$ cat src/rtl/branch_pc_sequencer.sv
// Program-counter owner and fetch sequencer around the branch comparator.
// Chooses the next PC (sequential, redirect or hold), pulses flush for one
// cycle on every redirect, halts on a misaligned taken target, and keeps
// saturating counters of accepted control transfers.
//
// Handshake: a fetch is accepted on a rising edge when the sequencer is in
// S_FETCH, imem_ready_i is high and stall_i is low. br_* inputs are sampled
// only on such an accept. stall_i has priority over imem_ready_i.
module branch_pc_sequencer #(
  parameter int unsigned       XLEN     = 32,
  parameter logic [XLEN-1:0]   RESET_PC = '0,
  parameter int unsigned       PC_STEP  = 4,
  parameter int unsigned       CNT_W    = 16
) (
  input  logic             clk,
  input  logic             rst_n,
  input  logic             stall_i,
  input  logic             imem_ready_i,
  input  logic             br_valid_i,
  input  logic             br_taken_i,
  input  logic [XLEN-1:0]  br_target_i,
  output logic [XLEN-1:0]  pc_o,
  output logic             imem_req_o,
  output logic             flush_o,
  output logic             misalign_o,
  output logic [CNT_W-1:0] br_cnt_o,
  output logic [CNT_W-1:0] taken_cnt_o,
  output logic [1:0]       state_o
);

  typedef enum logic [1:0] {
    S_BOOT     = 2'd0,
    S_FETCH    = 2'd1,
    S_REDIRECT = 2'd2,
    S_HALT     = 2'd3
  } state_t;

  state_t           r_state;
  state_t           w_state_next;
  logic [XLEN-1:0]  r_pc;
  logic [XLEN-1:0]  w_pc_next;
  logic             r_misalign;
  logic             w_misalign_next;
  logic [CNT_W-1:0] r_br_cnt;
  logic [CNT_W-1:0] w_br_cnt_next;
  logic [CNT_W-1:0] r_taken_cnt;
  logic [CNT_W-1:0] w_taken_cnt_next;

  logic w_accept;
  logic w_take;
  logic w_aligned;

  assign w_accept  = (r_state == S_FETCH) & imem_ready_i & ~stall_i;
  assign w_take    = w_accept & br_valid_i & br_taken_i;
  assign w_aligned = (br_target_i[1:0] == 2'b00);

  // State register: reset overrides every other input.
  always_ff @(posedge clk) begin
    if (!rst_n) r_state <= S_BOOT;
    else        r_state <= w_state_next;
  end

  // Next-state decode: one dead boot cycle, redirect lasts exactly one cycle,
  // halt is only left through reset.
  always_comb begin
    w_state_next = r_state;
    case (r_state)
      S_BOOT:     w_state_next = S_FETCH;
      S_FETCH:    if (w_take) w_state_next = w_aligned ? S_REDIRECT : S_HALT;
      S_REDIRECT: w_state_next = S_FETCH;
      S_HALT:     w_state_next = S_HALT;
      default:    w_state_next = S_BOOT;
    endcase
  end

  // Moore outputs decoded from state only.
  always_comb begin
    imem_req_o = 1'b0;
    flush_o    = 1'b0;
    case (r_state)
      S_FETCH:    imem_req_o = 1'b1;
      S_REDIRECT: begin
        imem_req_o = 1'b1;
        flush_o    = 1'b1;
      end
      default: begin
        imem_req_o = 1'b0;
        flush_o    = 1'b0;
      end
    endcase
  end

  // Datapath next values: PC select, sticky misalign, saturating counters.
  always_comb begin
    w_pc_next        = r_pc;
    w_misalign_next  = r_misalign;
    w_br_cnt_next    = r_br_cnt;
    w_taken_cnt_next = r_taken_cnt;
    if (w_accept) begin
      if (w_take) begin
        if (w_aligned) w_pc_next = br_target_i;
        else           w_misalign_next = 1'b1;
      end else begin
        // Modulo 2^XLEN: wrap past the top of the address space is silent.
        w_pc_next = r_pc + XLEN'(PC_STEP);
      end
      if (br_valid_i && (r_br_cnt != {CNT_W{1'b1}}))
        w_br_cnt_next = r_br_cnt + 1'b1;
      if (w_take && (r_taken_cnt != {CNT_W{1'b1}}))
        w_taken_cnt_next = r_taken_cnt + 1'b1;
    end
  end

  // Datapath registers.
  always_ff @(posedge clk) begin
    if (!rst_n) begin
      r_pc        <= RESET_PC;
      r_misalign  <= 1'b0;
      r_br_cnt    <= '0;
      r_taken_cnt <= '0;
    end else begin
      r_pc        <= w_pc_next;
      r_misalign  <= w_misalign_next;
      r_br_cnt    <= w_br_cnt_next;
      r_taken_cnt <= w_taken_cnt_next;
    end
  end

  assign pc_o        = r_pc;
  assign misalign_o  = r_misalign;
  assign br_cnt_o    = r_br_cnt;
  assign taken_cnt_o = r_taken_cnt;
  assign state_o     = r_state;

endmodule

$ cat config.mk
export PLATFORM = sky130hd
export DESIGN_NAME = branch_pc_sequencer
export DESIGN_NICKNAME = d
export VERILOG_FILES = /design/src/rtl/branch_pc_sequencer.sv
export SDC_FILE = /design/constraint.sdc
export NUM_CORES = 1
export LEC_CHECK = 0
export ABC_AREA = 1
export BUFFER_PORTS_ARGS = -buffer_cell sky130_fd_sc_hd__buf_2
export CAP_MARGIN = 20
export CORE_ASPECT_RATIO = 1.4
export CORE_MARGIN = 2
export CORE_UTILIZATION = 50
export DETAILED_ROUTE_END_ITERATION = 10
export GPL_TIMING_DRIVEN = 0
export PLACE_DENSITY = 0.76
export SLEW_MARGIN = 20
export SYNTH_ARGS = -nofsm -noshare
export SYNTH_HDL_FRONTEND = slang
export SYNTH_SLANG_ARGS = --single-unit
$ cat constraint.sdc
create_clock -name clk -period 2.6 [get_ports clk]
set_clock_uncertainty 0.15 [all_clocks]
set_input_delay 0.13 -clock clk [delete_from_list [all_inputs] [get_ports clk]]
set_output_delay 0.13 -clock clk [all_outputs]
set_load 0.1 [all_outputs]
# After elaboration in Yosys (flattened, before gate mapping)
# Cells that the tools add are included.
classes:
  addsub: 3
  n_lt_le_gt_ge: 0
  eq_ne: 7
  n_shift: 0
  n_bitwise: 6
  multipliers: 0
  n_reduce_logical: 10
  div_mod_pow: 0
  mux: 7
op_table:
  columns: ["operator", "count"]
  rows:
  - ["$mux W32", 2]
  - ["$add A16 B1 Y16 const B", 2]
  - ["$add A32 B3 Y32 const B", 1]
  - ["$ne A16 B16 Y1 const B", 2]
  - ["$pmux W2 S3", 1]
  - ["$reduce_and A2 Y1", 3]
  - ["$and A1 B1 Y1", 4]
  - ["$eq A2 B2 Y1 const B", 2]
  - ["$logic_not A2 Y1", 2]
  - ["$reduce_or A2 Y1", 2]
  - ["$mux W1", 3]
  - ["$reduce_and A3 Y1", 1]
  - ["$eq A2 B1 Y1 const B", 1]
  - ["$logic_and A1 B1 Y1", 2]
  - ["$mux W2", 1]
  - ["$ne A2 B1 Y1 const B", 1]
  - ["$ne A2 B2 Y1 const B", 1]
  - ["$not A1 Y1", 2]
totals:
  mem_bits_rw: 0
  rom_bits: 0
  latch_bits: 0
  n_memories: 0
  reg_bits: 67
  out_inout_bits: 69

# Logic depth before layout (Yosys ltp)
depth:
  word_depth: 7
  mapped_depth: 12
  ltp_nobuf: 11

# Least setup slack after synthesis
# Ideal clock, no wire load.
synth_timing:
  kind: "register -> register"
  startpoint: "register r_br_cnt[0] (netlist: br_cnt_o[0])"
  endpoint: "register r_br_cnt[7] (netlist: br_cnt_o[7])"
  arrival_ns: 2.420
  required_ns: 2.317
  period_less_slack_ns: 2.703
  slack_ns: -0.103
  path_stages_with_launch: 10
  path_cell_list: "dfxtp_1 > ha_1 > nand3_1 > nor2_2 > nand4_2 > o21ai_4 > inv_2 > buf_6 > nand2_1 > a21oi_2"
synth_via:
  elab_chain_cells: 3
synth_rtl:
  columns: ["element", "line", "source"]
  rows:
  - ["from (decl)", "44", "logic [CNT_W-1:0] r_br_cnt;"]
  - ["from (signal assigned)", "124", "r_br_cnt <= w_br_cnt_next;"]
  - ["parallel branches: the longest is 3 deep, another holds $add A16 B1 Y16", null, null]
# Several ways; the timed one is not identified.
# A chain may end at the register's enable or synchronous reset.

# Final worst setup path
layout_timing:
  startpoint: "register r_state[1] (netlist: state_o[1])"
  endpoint: "register r_pc[2] (netlist: pc_o[2])"
layout_via:
  elab_chain_cells: 7
layout_rtl:
  columns: ["element", "line", "source"]
  rows:
  - ["from (decl)", "38", "state_t r_state;"]
  - ["from (signal assigned)", "60", "else r_state <= w_state_next;"]
  - ["$eq A2 B1 Y1 (*)", "53", "assign w_accept = (r_state == S_FETCH) & imem_ready_i & ~stall_i;"]
  - ["$and A1 B1 Y1 (*) (2 in a row)", "53", null]
  - ["$and A1 B1 Y1 (2 in a row)", "54", "assign w_take = w_accept & br_valid_i & br_taken_i;"]
  - ["$ne A2 B1 Y1 (no source line)", null, null]
  - ["$reduce_and A2 Y1 (no source line)", null, null]
  - ["to (signal assigned)", "122", "r_pc <= w_pc_next;"]
  - ["to (decl)", "40", "logic [XLEN-1:0] r_pc;"]
# Mark *: on every way between the ends. The rest lies on a longest branch, timed or not.

==> metrics.csv <==
stage,metric,value,unit
floorplanning,core_area,8250,um^2
setup_path,rr_startpoint,state_o[1]$_SDFFE_PN0P_,
sta,grt_setup_unrepaired,yes,
logic_synthesis,synth.area.top_cells,"dfxtp_1 31%, nand2_1 19%, nand3_1 6.8%, nor2_1 6.0%, inv_1 6.0%",
setup_path,required,2740,ps
setup_path,crit_buf_inv,3,
global_routing,grt.overflow.total,0,
logic_synthesis,synth_compound_gate_area_share,0.141,
placed_design,placed_cell_area,4940,um^2
job,drv_cap,0,
setup_path,path_class,flop to flop,
cells_and_area,layout_commonest_cell,nand2_1,
cells_and_area,area_growth,26.3,%
clocking,tritoncts,yes,
sta,period_share,0.940,
setup_path,path_cells,inv_1 > ha_1 > nand3_2 > a31oi_4 > clkbuf_2 > o21ai_0 > a31oi_1 > dlygate4sd3_1,
placed_design,port_buffers,106,
setup_path,worst_ep_arrival_time,2580,ps
floorplanning,fp.dieH,114,um
sta,tightest_slew,544,ps
power_and_ir_drop,ir_drop,0.439,mV
sta,drv_slew,0,
setup_path,r2r_cells,8,
routing,m1WireLength,5120,um
logic_synthesis,ys_warn_count,0,
sta,maxSlewHeadroom,0.635,
routing,ant_nets,0,
cells_and_area,mostFrequentLayoutCells,"220 x nand2_1, 107 x buf_2, 69 x nor2_1, 68 x inv_1, 64 x dfxtp_1",
sta,hold_violations,0,
clocking,clk_path_buf_depth,2,
sta,fmax,409,MHz
cells_and_area,stdcell_area,5410,um^2
routing,drc,0,
clocking,clk_latency,340,ps
placed_design,place_congestion,0.973,
logic_synthesis,synth-seq-cells,67,
floorplanning,floorplan.die_area,9330,um^2
routing,wl,13300,um
clocking,cts-root-buf,clkbuf_16,
logic_synthesis,yosysSeqAreaShare,0.313,
sta,setup_viol,0,
routing,wire_per_inst,14.5,um
power_and_ir_drop,power_density,522,nW/um^2
min_path,min_from,br_target_i[1],
cells_and_area,nFillCells,785,
routing,first_pass_iters,6,
routing,via_per_inst,5.35,
global_routing,grt_pass1_wl,21400,um
floorplanning,die_w,82.2,um
setup_path,critPathTopFamily,buffers and inverters,
logic_synthesis,synth_top_family_by_area,simple AND/OR/NAND/NOR gates,
setup_path,cp_max_fo,10,
logic_synthesis,synth_fa_ha_area_frac,0.0204,
logic_synthesis,synth.distinct_cells,36,
min_path,hold_end,pc_o[0]$_SDFFE_PN0P_,
logic_synthesis,muxShareOfSynthArea,0,
clocking,cts_made_buffers,9,
routing,met2_length,6820,um
setup_path,cpMaxStageDelayCell,dlygate4sd3_1,
placed_design,place_hpwl,9760,um
power_and_ir_drop,p_leak,2.35,nW
min_path,hold_class,input port to flop,
logic_synthesis,synth.top_cell.area_share,0.313,
cells_and_area,n_antenna_cell,0,
min_path,whs_path_depth,5,
setup_path,rr_endpoint,pc_o[2]$_SDFFE_PN0P_,
logic_synthesis,syn_nets,732,
global_routing,first_global_vias,4796,
cells_and_area,fin_nets,859,
logic_synthesis,synth-xor-area-share,0.0532,
outcome,status,completed,
floorplanning,rows,39,
logic_synthesis,yosysTopAreaCell,dfxtp_1,
sta,tns,0,ps
setup_path,cp-start-kind,flop,
logic_synthesis,synth_area_per_cell,6.23,um^2
global_routing,grt_max_degree,13,
routing,drtIter0Drc,312,
logic_synthesis,synth_simple_gate_area_frac,0.382,
routing,route.met3.wl,839,um
setup_path,slowest_delay,560,ps
routing,route.top_layer_used,met4,
cells_and_area,drive_above_1_share,0.204,
clocking,h-tree-depth,3,
sta,layout_min_cycle_time,2450,ps
clocking,clock_sinks,67,
floorplanning,initial_utilization,0.519,
power_and_ir_drop,finalPower,2.82,mW
global_routing,gr-usage-all-layers,0.294,
clocking,clkTransAtPathRegs,60,ps
setup_path,end_kind,flop,
logic_synthesis,synthesis.area,4280,um^2
global_routing,antenna_found_initial,0,
setup_path,r2r_slack,150,ps
routing,via_count,4928,
floorplanning,boundaryPins,107,
logic_synthesis,syn_inst,687,
==> report_power, final <==
| group | leakage (nW) | switching, mW | total, mW | internal, mW |
|---|---|---|---|---|
| sequential | 0.542 | 0.0179 | 1.06 | 1.04 |
| clock | 0.165 | 0.502 | 1.44 | 0.935 |
| combinational | 1.64 | 0.244 | 0.327 | 0.0828 |
| total | 2.35 | 0.764 | 2.82 | 2.06 |
==> cells by family (layout without fill, tap and decap cells) <==
| logic type | Yosys count | in the layout |
|---|---|---|
| buf+inv | 94 | 226 |
| simple gates | 387 | 387 |
| flops | 67 | 67 |
| compound gates | 106 | 106 |
| xor+xnor | 26 | 26 |
| fa+ha+maj | 7 | 7 |
==> worst max path at each step <==
stage	from	endpoint	depth (start not counted)
detailed placement	state_o[1]$_SDFFE_PN0P_	pc_o[18]$_SDFFE_PN0P_	9
global route	state_o[1]$_SDFFE_PN0P_	state_o[0]$_SDFFE_PN0P_	10
global placement	state_o[1]$_SDFFE_PN0P_	pc_o[18]$_SDFFE_PN0P_	9
finish	state_o[1]$_SDFFE_PN0P_	pc_o[2]$_SDFFE_PN0P_	8
floorplan	state_o[0]$_SDFFE_PN0P_	pc_o[15]$_SDFFE_PN0P_	8
CTS	state_o[1]$_SDFFE_PN0P_	pc_o[4]$_SDFFE_PN0P_	9
==> area by class of cell <==
type,instances,area (um^2),share of cell area
multi-input combinational,526,2570,0.475
sequential,67,1350,0.249
timing repair buffer,117,641,0.118
inverter,72,270,0.0500
clock buffer,9,225,0.0416
tap,102,128,0.0236
clock inverter,7,116,0.0215
buffer,21,114,0.0211
==> through the flow <==
stage               worst slack [ps]  std cells  utilization  hold slack, ps
floorplan                       11.6        687            -             118
global placement                 485        895        0.599             254
detailed placement               449        895        0.599             254
CTS                             20.5        922        0.654            4.31
global route                   -23.4        921        0.656            35.1
finish                           155        921        0.656            3.16
==> per-layer routing <==
layer / GRT usage / vias up
li1: - / 2459
met1: 0.319 / 2241
met2: 0.525 / 185
met3: 0.0617 / 43
met4: 0.143 / 0
met5: 0 / -
==> Yosys cell counts (all sizes together) <==
cell	count
nor3	10
nand3b	3
a31oi	6
xnor2	10
inv	72
xor2	16
nand2	226
and2	1
buf	7
o21bai	5
nor3b	1
or2	8
o211ai	1
a41oi	1
nor2	74
o21ai	39
nand3	59
clkbuf	15
a21oi	54
ha	7
dfxtp	67
nand4	5
==> flip-flops by register name (all words and copies together) (netlist names) <==
register     flops
br_cnt_o        16
state_o          2
misalign_o       1
taken_cnt_o     16
pc_o            32
==> worst reg2reg max path: stages, from the launching register on <==
cell	delay [ps]
dfxtp_1	360
inv_1	100
ha_1	180
nand3_2	130
a31oi_4	300
clkbuf_2	300
o21ai_0	130
a31oi_1	180
dlygate4sd3_1	560
==> timing repair <==
action                                 CTS  global route
hold buffers                            11             0
gates resized for setup                  0            11
buffers inserted                         0             0
endpoints found under the hold margin    7             0
setup endpoints to repair                0             4
No activity file was read; power rests on OpenSTA's default activity.
